$ cat config.mk
export PLATFORM = sky130hd
export DESIGN_NAME = pwm_decoder
export DESIGN_NICKNAME = d
export VERILOG_FILES = /design/src/rtl/pwm_pkg.sv /design/src/rtl/sync_2ff.sv /design/src/rtl/pwm_decoder.sv
export SDC_FILE = /design/constraint.sdc
export NUM_CORES = 1
export LEC_CHECK = 0
export CAP_MARGIN = 10
export CORE_MARGIN = 2
export CORE_UTILIZATION = 25
export CTS_BUF_LIST = sky130_fd_sc_hd__clkbuf_4
export DETAILED_ROUTE_END_ITERATION = 10
export PLACE_DENSITY_LB_ADDON = 0.25
export SYNTH_ARGS = -nofsm -noshare
export SYNTH_HDL_FRONTEND = slang
export SYNTH_HIERARCHICAL = 1
export SYNTH_SLANG_ARGS = --single-unit
$ cat constraint.sdc
create_clock -name clk -period 2 [get_ports clk]
set_input_delay 0.4 -clock clk [delete_from_list [all_inputs] [get_ports clk]]
set_output_delay 0.4 -clock clk [all_outputs]
set_load 0.03 [all_outputs]
$ cat src/rtl/pwm_pkg.sv
// pwm_pkg: shared decoder state encoding and default duty width.
package pwm_pkg;
  localparam int PWM_WIDTH_DEFAULT = 4;
  typedef enum logic [1:0] {HUNT, MEASURE, LOW} pwm_dec_state_t;
endpackage

$ cat src/rtl/sync_2ff.sv
// sync_2ff: two-flop synchronizer for an asynchronous pin, async active-low reset.
module sync_2ff (
  input  logic clk,
  input  logic rst_n,
  input  logic d_i,
  output logic q_o
);
  logic [1:0] sync_q;
  always_ff @(posedge clk or negedge rst_n)
    if (!rst_n) sync_q <= '0;
    else sync_q <= {sync_q[0], d_i};
  assign q_o = sync_q[1];
endmodule

$ cat src/rtl/pwm_decoder.sv
// pwm_decoder: recovers the duty of each PWM period sampled on step strobes.
// Optional 3-tap glitch filter after the synchronizer: PWM_DECODER_GLITCH_FILTER_EN.
module pwm_decoder
  import pwm_pkg::*;
#(
  parameter int N = PWM_WIDTH_DEFAULT
) (
  input  logic         clk,
  input  logic         rst,
  input  logic         ena,
  input  logic         step,
  input  logic         pwm_in,
  output logic [N-1:0] duty,
  output logic         valid,
  output logic         err,
  output logic         locked
);
  localparam logic [N:0] FULL = {1'b1, {N{1'b0}}};
  localparam logic [N:0] ONE  = {{N{1'b0}}, 1'b1};
  logic s_raw, s_sync, rise, prev_q, valid_q, err_q, locked_q;
  logic [N:0] per_q, hi_q, run_q, run_d;
  logic [N-1:0] duty_q;
  pwm_dec_state_t state_q;
  sync_2ff u_sync (.clk(clk), .rst_n(rst), .d_i(pwm_in), .q_o(s_raw));
`ifdef PWM_DECODER_GLITCH_FILTER_EN
  logic [1:0] tap_q;
  always_ff @(posedge clk or negedge rst)
    if (!rst) tap_q <= '0;
    else tap_q <= {tap_q[0], s_raw};
  assign s_sync = (s_raw & tap_q[0]) | (s_raw & tap_q[1]) | (tap_q[0] & tap_q[1]);
`else
  assign s_sync = s_raw;
`endif
  assign rise  = s_sync & ~prev_q;
  assign run_d = (s_sync == prev_q) ? run_q + ONE : ONE;
  always_ff @(posedge clk or negedge rst) begin
    if (!rst) begin
      state_q  <= HUNT;
      prev_q   <= 1'b0;
      per_q    <= '0;
      hi_q     <= '0;
      run_q    <= '0;
      duty_q   <= '0;
      valid_q  <= 1'b0;
      err_q    <= 1'b0;
      locked_q <= 1'b0;
    end else if (!ena) begin
      state_q  <= HUNT;
      prev_q   <= 1'b0;
      per_q    <= '0;
      hi_q     <= '0;
      run_q    <= '0;
      valid_q  <= 1'b0;
      err_q    <= 1'b0;
      locked_q <= 1'b0;
    end else begin
      valid_q <= 1'b0;
      err_q   <= 1'b0;
      if (step) begin
        prev_q <= s_sync;
        case (state_q)
          HUNT:
            if (rise) begin
              per_q    <= ONE;
              hi_q     <= ONE;
              state_q  <= MEASURE;
              locked_q <= 1'b1;
            end else if (run_d == FULL) begin
              run_q <= '0;
              if (s_sync) err_q <= 1'b1;
              else begin
                duty_q   <= '0;
                valid_q  <= 1'b1;
                state_q  <= LOW;
                locked_q <= 1'b1;
              end
            end else run_q <= run_d;
          MEASURE:
            if (rise) begin
              per_q <= ONE;
              hi_q  <= ONE;
              if (per_q == FULL) begin
                duty_q  <= N'(hi_q);
                valid_q <= 1'b1;
              end else err_q <= 1'b1;
            end else if (per_q == FULL) begin
              // A full period with no closing rise: either duty 0 follows or the input is stuck high
              if (s_sync) begin
                err_q    <= 1'b1;
                state_q  <= HUNT;
                locked_q <= 1'b0;
                run_q    <= '0;
              end else begin
                duty_q  <= N'(hi_q);
                valid_q <= 1'b1;
                run_q   <= ONE;
                state_q <= LOW;
              end
            end else begin
              per_q <= per_q + ONE;
              hi_q  <= hi_q + {{N{1'b0}}, s_sync};
            end
          default:
            if (rise) begin
              per_q   <= ONE;
              hi_q    <= ONE;
              state_q <= MEASURE;
            end else if (run_q + ONE == FULL) begin
              duty_q  <= '0;
              valid_q <= 1'b1;
              run_q   <= '0;
            end else run_q <= run_q + ONE;
        endcase
      end
    end
  end
  assign duty   = duty_q;
  assign valid  = valid_q;
  assign err    = err_q;
  assign locked = locked_q;
endmodule

==> results of run 1 <==
-- how the worst min path moves through the flow --
| stage | endpoint | cells past startpoint | slack (ns) | from |
|---|---|---|---|---|
| 2_1_floorplan | duty[0] | 0 | 0.10 | rst |
| 3_3_place_gp | u_sync/sync_q[1] | 0 | 0.33 | u_sync/sync_q[0] |
| 3_5_place_dp | u_sync/sync_q[1] | 0 | 0.33 | u_sync/sync_q[0] |
| 4_1_cts | u_sync/sync_q[1] | 0 | 0.37 | u_sync/sync_q[0] |
| 5_1_grt | u_sync/sync_q[1] | 0 | 0.38 | u_sync/sync_q[0] |
| 6_report | u_sync/sync_q[1] | 0 | 0.37 | u_sync/sync_q[0] |
-- state kept, by name, summed over array words and instances (netlist names) --
signal         cells
prev_q             1
u_sync/sync_q      2
per_q              5
err                1
run_q              5
valid              1
duty               4
hi_q               4
state_q            2
locked             1
-- cells in the final DEF, fill, tap and decap left out, types with 2 or more instances in the layout --
cell type                         count
sky130_fd_sc_hd__o21a_1               3
sky130_fd_sc_hd__buf_4               32
sky130_fd_sc_hd__dfrtp_1             26
sky130_fd_sc_hd__clkdlybuf4s50_1     11
sky130_fd_sc_hd__a32o_1               2
sky130_fd_sc_hd__ha_1                 4
sky130_fd_sc_hd__nor3_1               5
sky130_fd_sc_hd__a21oi_1              8
sky130_fd_sc_hd__mux2i_1              2
sky130_fd_sc_hd__or4_1                4
sky130_fd_sc_hd__clkbuf_4             3
sky130_fd_sc_hd__a31oi_1              2
sky130_fd_sc_hd__ha_4                 2
sky130_fd_sc_hd__xor2_1               3
sky130_fd_sc_hd__nor2b_1              4
sky130_fd_sc_hd__nand2_1             19
sky130_fd_sc_hd__nand3_1             15
sky130_fd_sc_hd__a22o_1               4
sky130_fd_sc_hd__inv_1                8
sky130_fd_sc_hd__nand3b_1             2
sky130_fd_sc_hd__o21ai_0             19
sky130_fd_sc_hd__nor2_1               8
-- logic make-up (layout without fill, tap and decap cells) --
| group | after synthesis | in the layout |
|---|---|---|
| AOI/OAI and AO/OA | 49 | 49 |
| xor gates and xnor gates | 4 | 4 |
| adders and majority gates | 7 | 7 |
| buffers and inverters | 16 | 55 |
| DFF | 26 | 26 |
| muxes | 3 | 3 |
| and+or+nand+nor | 71 | 71 |
-- critical path: stages (launching register included) --
cell and delay [ns]:
sky130_fd_sc_hd__dfrtp_1 0.42, sky130_fd_sc_hd__ha_4 0.18, sky130_fd_sc_hd__and3_4 0.20, sky130_fd_sc_hd__mux2i_2 0.23
sky130_fd_sc_hd__nand4b_1 0.14, sky130_fd_sc_hd__a2111o_1 0.45, sky130_fd_sc_hd__a22o_1 0.23
-- area by class of cell --
cell class | instances | share of cell area, %
clock buffers | 3 | 1.091
inverters | 8 | 1.455
multi-input cells | 134 | 43.76
flip-flops and latches | 26 | 31.52
well taps | 77 | 4.667
repair buffers | 44 | 17.52
-- Yosys cell counts, types with 2 or more instances --
cell | n | area, µm²
sky130_fd_sc_hd__dfrtp_1 | 26 | 650.6
sky130_fd_sc_hd__nand2_1 | 20 | 75.07
sky130_fd_sc_hd__o21ai_0 | 19 | 95.09
sky130_fd_sc_hd__nand3_1 | 15 | 75.07
sky130_fd_sc_hd__a21oi_1 | 8 | 40.04
sky130_fd_sc_hd__inv_1 | 8 | 30.03
sky130_fd_sc_hd__nor2_1 | 8 | 30.03
sky130_fd_sc_hd__ha_1 | 7 | 87.58
sky130_fd_sc_hd__nor3_1 | 6 | 30.03
sky130_fd_sc_hd__a22o_1 | 4 | 35.03
sky130_fd_sc_hd__nor2b_1 | 4 | 25.02
sky130_fd_sc_hd__or4_1 | 4 | 30.03
sky130_fd_sc_hd__clkbuf_8 | 3 | 41.29
sky130_fd_sc_hd__o21a_1 | 3 | 22.52
sky130_fd_sc_hd__xor2_1 | 3 | 26.28
sky130_fd_sc_hd__a31oi_1 | 2 | 12.51
sky130_fd_sc_hd__a32o_1 | 2 | 20.02
sky130_fd_sc_hd__buf_2 | 2 | 10.01
sky130_fd_sc_hd__clkbuf_1 | 2 | 7.510
sky130_fd_sc_hd__mux2i_1 | 2 | 20.02
sky130_fd_sc_hd__nand3b_1 | 2 | 15.01
-- power groups by stage --
stage	Combinational [mW]	Clock, mW	Sequential [mW]
6_report	0.215	0.229	0.555
3_5_place_dp	0.200	0	0.563
3_3_place_gp	0.201	0	0.563
4_1_cts	0.213	0.244	0.555
2_1_floorplan	0.109	0	0.570
5_1_grt	0.239	0.261	0.559
-- per-stage QoR --
step                      instances  TNS (ns)
after floorplan                 176         0
after global placement          286  -0.07813
after detailed placement        286   -0.2480
after CTS                       291         0
after global routing            292   -0.2669
final                           292         0
-- timing repair --
| action | CTS | global route |
|---|---|---|
| setup buffers | 2 | 1 |
| endpoints found under the setup margin | 4 | 7 |
| pin swaps | 8 | 3 |
| gates resized for setup | 6 | 2 |
| endpoints found under the hold margin | 0 | 0 |
-- metal layers --
metal | vias to the layer above | share of wire [%]
met5 | - | 0
met1 | 721 | 48
met4 | 0 | 0.58
met3 | 2 | 3.8
met2 | 23 | 47
li1 | 726 | -
==> results.py, run 1 <==
metrics = {
    "status": {
        "result_of_the_run": "finished clean",
    },
    "clock_network": {
        "clock_insertion_delay_worst_skew_ns": 0.32,
        "cts-root-buf": "sky130_fd_sc_hd__clkbuf_4",
        "cts.hold.buffers_added": 0,
        "numCtsBuffers": 3,
        "tritoncts": "built",
        "clock_sink_count": 26,
        "cts_max_level": 1,
        "cts.reportedPaths.clkPinSlew_ns": 0.14,
        "cts_max_path_buffers": 2,
    },
    "synthesis": {
        "synth-xor-area-share_pct": 2.172,
        "yosys.cell_types.count": 47,
        "ys_seq_area_share_pct": 40.34,
        "nets_in_the_synthesized_netlist": 188,
        "synthFlopType": "sky130_fd_sc_hd__dfrtp_1",
        "synth-adder-area-share_pct": 5.431,
        "synth_top_family_by_area": "simple AND/OR/NAND/NOR gates",
        "compound_gate_portion_of_the_synthesized_area_pct": 19.63,
        "asyncSetResetFlopFracSynth_pct": 100.0,
        "muxShareOfSynthArea_pct": 2.095,
        "synth-seq-cells": 26,
        "post_synth_instance_area_um2": 1613,
        "yosys_warnings": 6,
        "syn-mean-instance-area_um2": 9.164,
        "synth-edff-count": 0,
        "netlist_instances": 176,
        "post_synth_and_or_nand_nor_area_fraction_pct": 24.13,
    },
    "drt": {
        "route.detailed.vias_per_inst": 5.041,
        "drt-initial-drc-count": 49,
        "postRouteWirelength_mm": 3.948,
        "route.detailed.drc": 0,
        "route.vias.total": 1472,
        "ant_nets": 0,
        "drt-wirelength-per-cell_um": 13.52,
        "first_pass_iters": 4,
    },
    "sta": {
        "fin_ws_ns": 0.04760,
        "hold_slack_ns": 0.3653,
        "rsz_0062_raised_after_global_routing": "true",
        "clock-skew-final_ns": 0.005674,
        "post_route_fraction_of_the_period_consumed_by_the_critical_path_pct": 97.62,
        "finalHoldViolations": 0,
        "finalCriticalPeriod_ns": 1.952,
        "final_setup_violation_count": 0,
        "tightest_slew_ns": 0.4790,
        "achievable-frequency_mhz": 512.2,
        "slew-limit-headroom_pct": 68.07,
        "report.final.slew_viol_count": 0,
    },
    "die": {
        "rows": 29,
        "start_util_pct": 25.69,
        "fp.dieArea_um2": 7110,
        "dieHeight_um": 84.32,
        "fp.dieW_um": 84.32,
        "coreArea_um2": 6277,
        "io-pin-count": 12,
    },
    "worst_setup_path": {
        "critPathArrivalTime_ns": 2.18,
        "worst_ep_required_time_ns": 2.22,
        "setup_crit_start_kind": "register",
        "r2r_slack_ns": 0.05,
        "worst-r2r-cell-count": 6,
        "timing.rr.start": "run_q[0]",
        "timing.critical_path.to": "duty[1]",
        "crit-reg2reg-capture": "duty[1]",
        "crit_path_end_kind": "register",
        "crit_path_start": "run_q[0]",
        "worst-path-max-fanout": 4,
        "class_of_the_most_critical_setup_path": "reg -> reg",
    },
    "pwr": {
        "peakVddDrop_v": 0.0002954,
        "p_clk_share_pct": 22.9,
        "power.total_mw": 0.9982,
        "power_density_nw_per_um2": 483.5,
        "pwr-share-seq_pct": 55.6,
        "power.combinational.fraction_pct": 21.5,
        "cellLeakagePower_nw": 0.8828,
        "switching_component_of_the_power_mw": 0.2935,
        "internal_power_mw": 0.7047,
        "sw_frac_of_total_pct": 29.40,
    },
    "layout": {
        "layout.core_utilization_pct": 32.89,
        "final_nets": 229,
        "post_route_cells_drive_above_1_share_pct": 22.79,
        "number_of_filler_cells_placed_in_the_layout": 657,
        "antenna-diode-count": 0,
        "final_design_area_no_fill_um2": 2064,
        "multiInputGateArea_um2": 903.4,
        "areaGrowthSynthToFinish_pct": 28.01,
        "layout.area.seq_um2": 650.6,
    },
    "global_route": {
        "grt.total_usage_pct": 11.65,
        "gr-usage-met1_pct": 15.75,
        "overflow": 0,
        "top_usage_layer": "met2",
        "via_count_of_the_first_global_routing_pass": 1403,
        "initial_antenna_violation_count": 0,
        "global_route.usage.met3_pct": 2.458,
        "grt_max_degree": 27,
        "first_pass_grt_wire_length_mm": 6.768,
        "globalRouteMet2Util_pct": 19.62,
    },
    "placed_design": {
        "routabilityCongestion": 0.8112,
        "portBuffers": 11,
        "hpwl_detailed_mm": 2.925,
        "place_worst_setup_slack_ns": -0.06554,
        "postPlaceCellArea_um2": 1974,
    },
    "min_path": {
        "worstHoldPathType": "reg -> reg",
    },
    "job": {
        "drv_cap": 0,
    },
}
Note: power is estimated with default switching activity, not from simulation.
==> inputs of run 2 (changes only) <==
--- a/config.mk
+++ b/config.mk
@@ -7,7 +7,7 @@
 export LEC_CHECK = 0
 export CAP_MARGIN = 10
 export CORE_MARGIN = 2
-export CORE_UTILIZATION = 25
+export CORE_UTILIZATION = 40
 export CTS_BUF_LIST = sky130_fd_sc_hd__clkbuf_4
 export DETAILED_ROUTE_END_ITERATION = 10
 export PLACE_DENSITY_LB_ADDON = 0.25
==> results.py, run 2 (synthesis gave the netlist of run 1 again) <==
metrics = {
    "layout": {
        "final_nets": 231,
        "number_of_filler_cells_placed_in_the_layout": 338,
        "antenna-diode-count": 0,
        "layout_commonest_cell": "sky130_fd_sc_hd__buf_4",
        "final_design_area_no_fill_um2": 2076,
        "final_cell_mix": "sky130_fd_sc_hd__buf_4 (34), sky130_fd_sc_hd__dfrtp_1 (26), sky130_fd_sc_hd__nand2_1 (20)",
        "areaGrowthSynthToFinish_pct": 28.70,
        "post_route_cells_drive_above_1_share_pct": 23.85,
        "reg_top3": "per_q (5), run_q (5)",
    },
    "sta": {
        "finalCriticalPeriod_ns": 1.952,
        "final_setup_violation_count": 0,
        "fin_ws_ns": 0.04779,
        "rsz_0062_raised_after_global_routing": "true",
        "tightest_slew_ns": 0.4861,
        "slew-limit-headroom_pct": 67.59,
        "report.final.slew_viol_count": 0,
        "clock-skew-final_ns": 0.01115,
        "post_route_fraction_of_the_period_consumed_by_the_critical_path_pct": 97.61,
        "achievable-frequency_mhz": 512.2,
        "finalHoldViolations": 0,
    },
    "drt": {
        "route.detailed.vias_per_inst": 5.705,
        "routed-wl-met3_um": 145,
        "wl_met1_mm": 1.793,
        "drt-initial-drc-count": 109,
        "first_pass_iters": 4,
        "maxUsedRoutingLayer": "met4",
        "drt-wirelength-per-cell_um": 15.62,
        "postRouteWirelength_mm": 4.187,
        "route.detailed.drc": 0,
        "route.vias.total": 1529,
        "detailroute.wirelength.met2_mm": 2.203,
        "ant_nets": 0,
    },
    "pwr": {
        "peakVddDrop_v": 0.0002610,
        "cellLeakagePower_nw": 0.9106,
        "pwr-share-seq_pct": 48.0,
        "power.combinational.fraction_pct": 19.9,
        "p_clk_share_pct": 32.2,
        "power_density_nw_per_um2": 555.9,
        "switching_component_of_the_power_mw": 0.3092,
        "internal_power_mw": 0.8448,
        "sw_frac_of_total_pct": 26.79,
    },
    "clock_network": {
        "cts-root-buf": "sky130_fd_sc_hd__clkbuf_4",
        "cts.hold.buffers_added": 0,
        "clock_insertion_delay_worst_skew_ns": 0.33,
        "clock_sink_count": 26,
        "tritoncts": "built",
        "cts_max_path_buffers": 2,
        "cts_max_level": 1,
        "cts.reportedPaths.clkPinSlew_ns": 0.16,
        "numCtsBuffers": 3,
    },
    "job": {
        "drv_cap": 0,
    },
    "die": {
        "dieHeight_um": 67.50,
        "fp.dieW_um": 67.50,
        "start_util_pct": 40.91,
        "rows": 23,
        "io-pin-count": 12,
        "fp.dieArea_um2": 4556,
        "coreArea_um2": 3943,
    },
    "global_route": {
        "initial_antenna_violation_count": 0,
        "first_pass_grt_wire_length_mm": 6.555,
        "overflow": 0,
        "grt.total_usage_pct": 19.06,
        "grt_max_degree": 27,
        "via_count_of_the_first_global_routing_pass": 1395,
    },
    "placed_design": {
        "portBuffers": 11,
        "place_worst_setup_slack_ns": 0.01606,
        "postPlaceCellArea_um2": 1911,
        "routabilityCongestion": 0.8395,
        "hpwl_detailed_mm": 2.900,
    },
    "worst_setup_path": {
        "critPathArrivalTime_ns": 2.18,
        "setup_crit_start_kind": "register",
        "class_of_the_most_critical_setup_path": "reg -> reg",
        "worst-path-max-fanout": 4,
        "crit_path_end_kind": "register",
        "worst_ep_required_time_ns": 2.23,
    },
    "min_path": {
        "worstHoldPathType": "in -> async",
    },
    "status": {
        "result_of_the_run": "finished clean",
    },
}
run 2: repair_timing:
item,in CTS,in global routing
pin swaps,1,9
endpoints found under the setup margin,4,7
buffers inserted,2,6
resized for setup,4,2
cloned,0,1
run 2: path summary, 6_finish.rpt:
path | startpoint | endpoint | slack, ns | cells past startpoint
max reg2reg | run_q[1] | duty[1] | 0.05 | 6
max in group asynchronous | rst | duty[1] | 1.31 | 2
min in group clk | u_sync/sync_q[0] | u_sync/sync_q[1] | 0.42 | 0
max | run_q[1] | duty[1] | 0.05 | 6
min | rst | run_q[2] | 0.42 | 2
min reg2reg | u_sync/sync_q[0] | u_sync/sync_q[1] | 0.42 | 0
run 2: critical path, cell delays in order (launching register included):
cell and delay, ns:
sky130_fd_sc_hd__dfrtp_1 0.42, sky130_fd_sc_hd__ha_4 0.17, sky130_fd_sc_hd__and3_4 0.20, sky130_fd_sc_hd__mux2i_2 0.24, sky130_fd_sc_hd__nand4b_1 0.15, sky130_fd_sc_hd__a2111o_1 0.45
sky130_fd_sc_hd__a22o_1 0.23
run 2: area by class of cell:
cell class                      count  area (µm²)  area share (%)
Tap cell                           50       62.56           3.014
Inverter                            8       30.03           1.447
Timing Repair Buffer               46       376.6           18.14
Multi-Input combinational cell    134       903.4           43.52
Clock inverter                      1       30.03           1.447
Clock buffer                        3       22.52           1.085
Sequential cell                    26       650.6           31.34
run 2: metrics by stage:
step	util (%)	TNS (ns)	instances	hold WS [ns]	total power [mW]
finish	52.65	0	268	0.4214	1.154
global route	52.65	-0.08174	268	0.4161	1.203
CTS	50.81	0	261	0.4059	1.135
detailed placement	48.46	0	255	0.3755	0.7622
global placement	48.46	0	255	0.3696	0.7585
floorplan	-	0	176	0.1044	0.6793
run 2: per-layer routing:
| metal | track usage [%] | up-vias |
|---|---|---|
| met5 | 0 | - |
| met4 | 5.102 | 0 |
| met3 | 3.167 | 4 |
| met2 | 33.82 | 38 |
| met1 | 23.79 | 756 |
| li1 | - | 731 |
run 2: power by group through the flow:
| stage | Clock, mW | Combinational [mW] | Sequential, mW |
|---|---|---|---|
| 2_1_floorplan | 0 | 0.109 | 0.570 |
| 3_3_place_gp | 0 | 0.198 | 0.561 |
| 3_5_place_dp | 0 | 0.200 | 0.562 |
| 4_1_cts | 0.376 | 0.205 | 0.553 |
| 5_1_grt | 0.397 | 0.250 | 0.556 |
| 6_report | 0.371 | 0.229 | 0.553 |
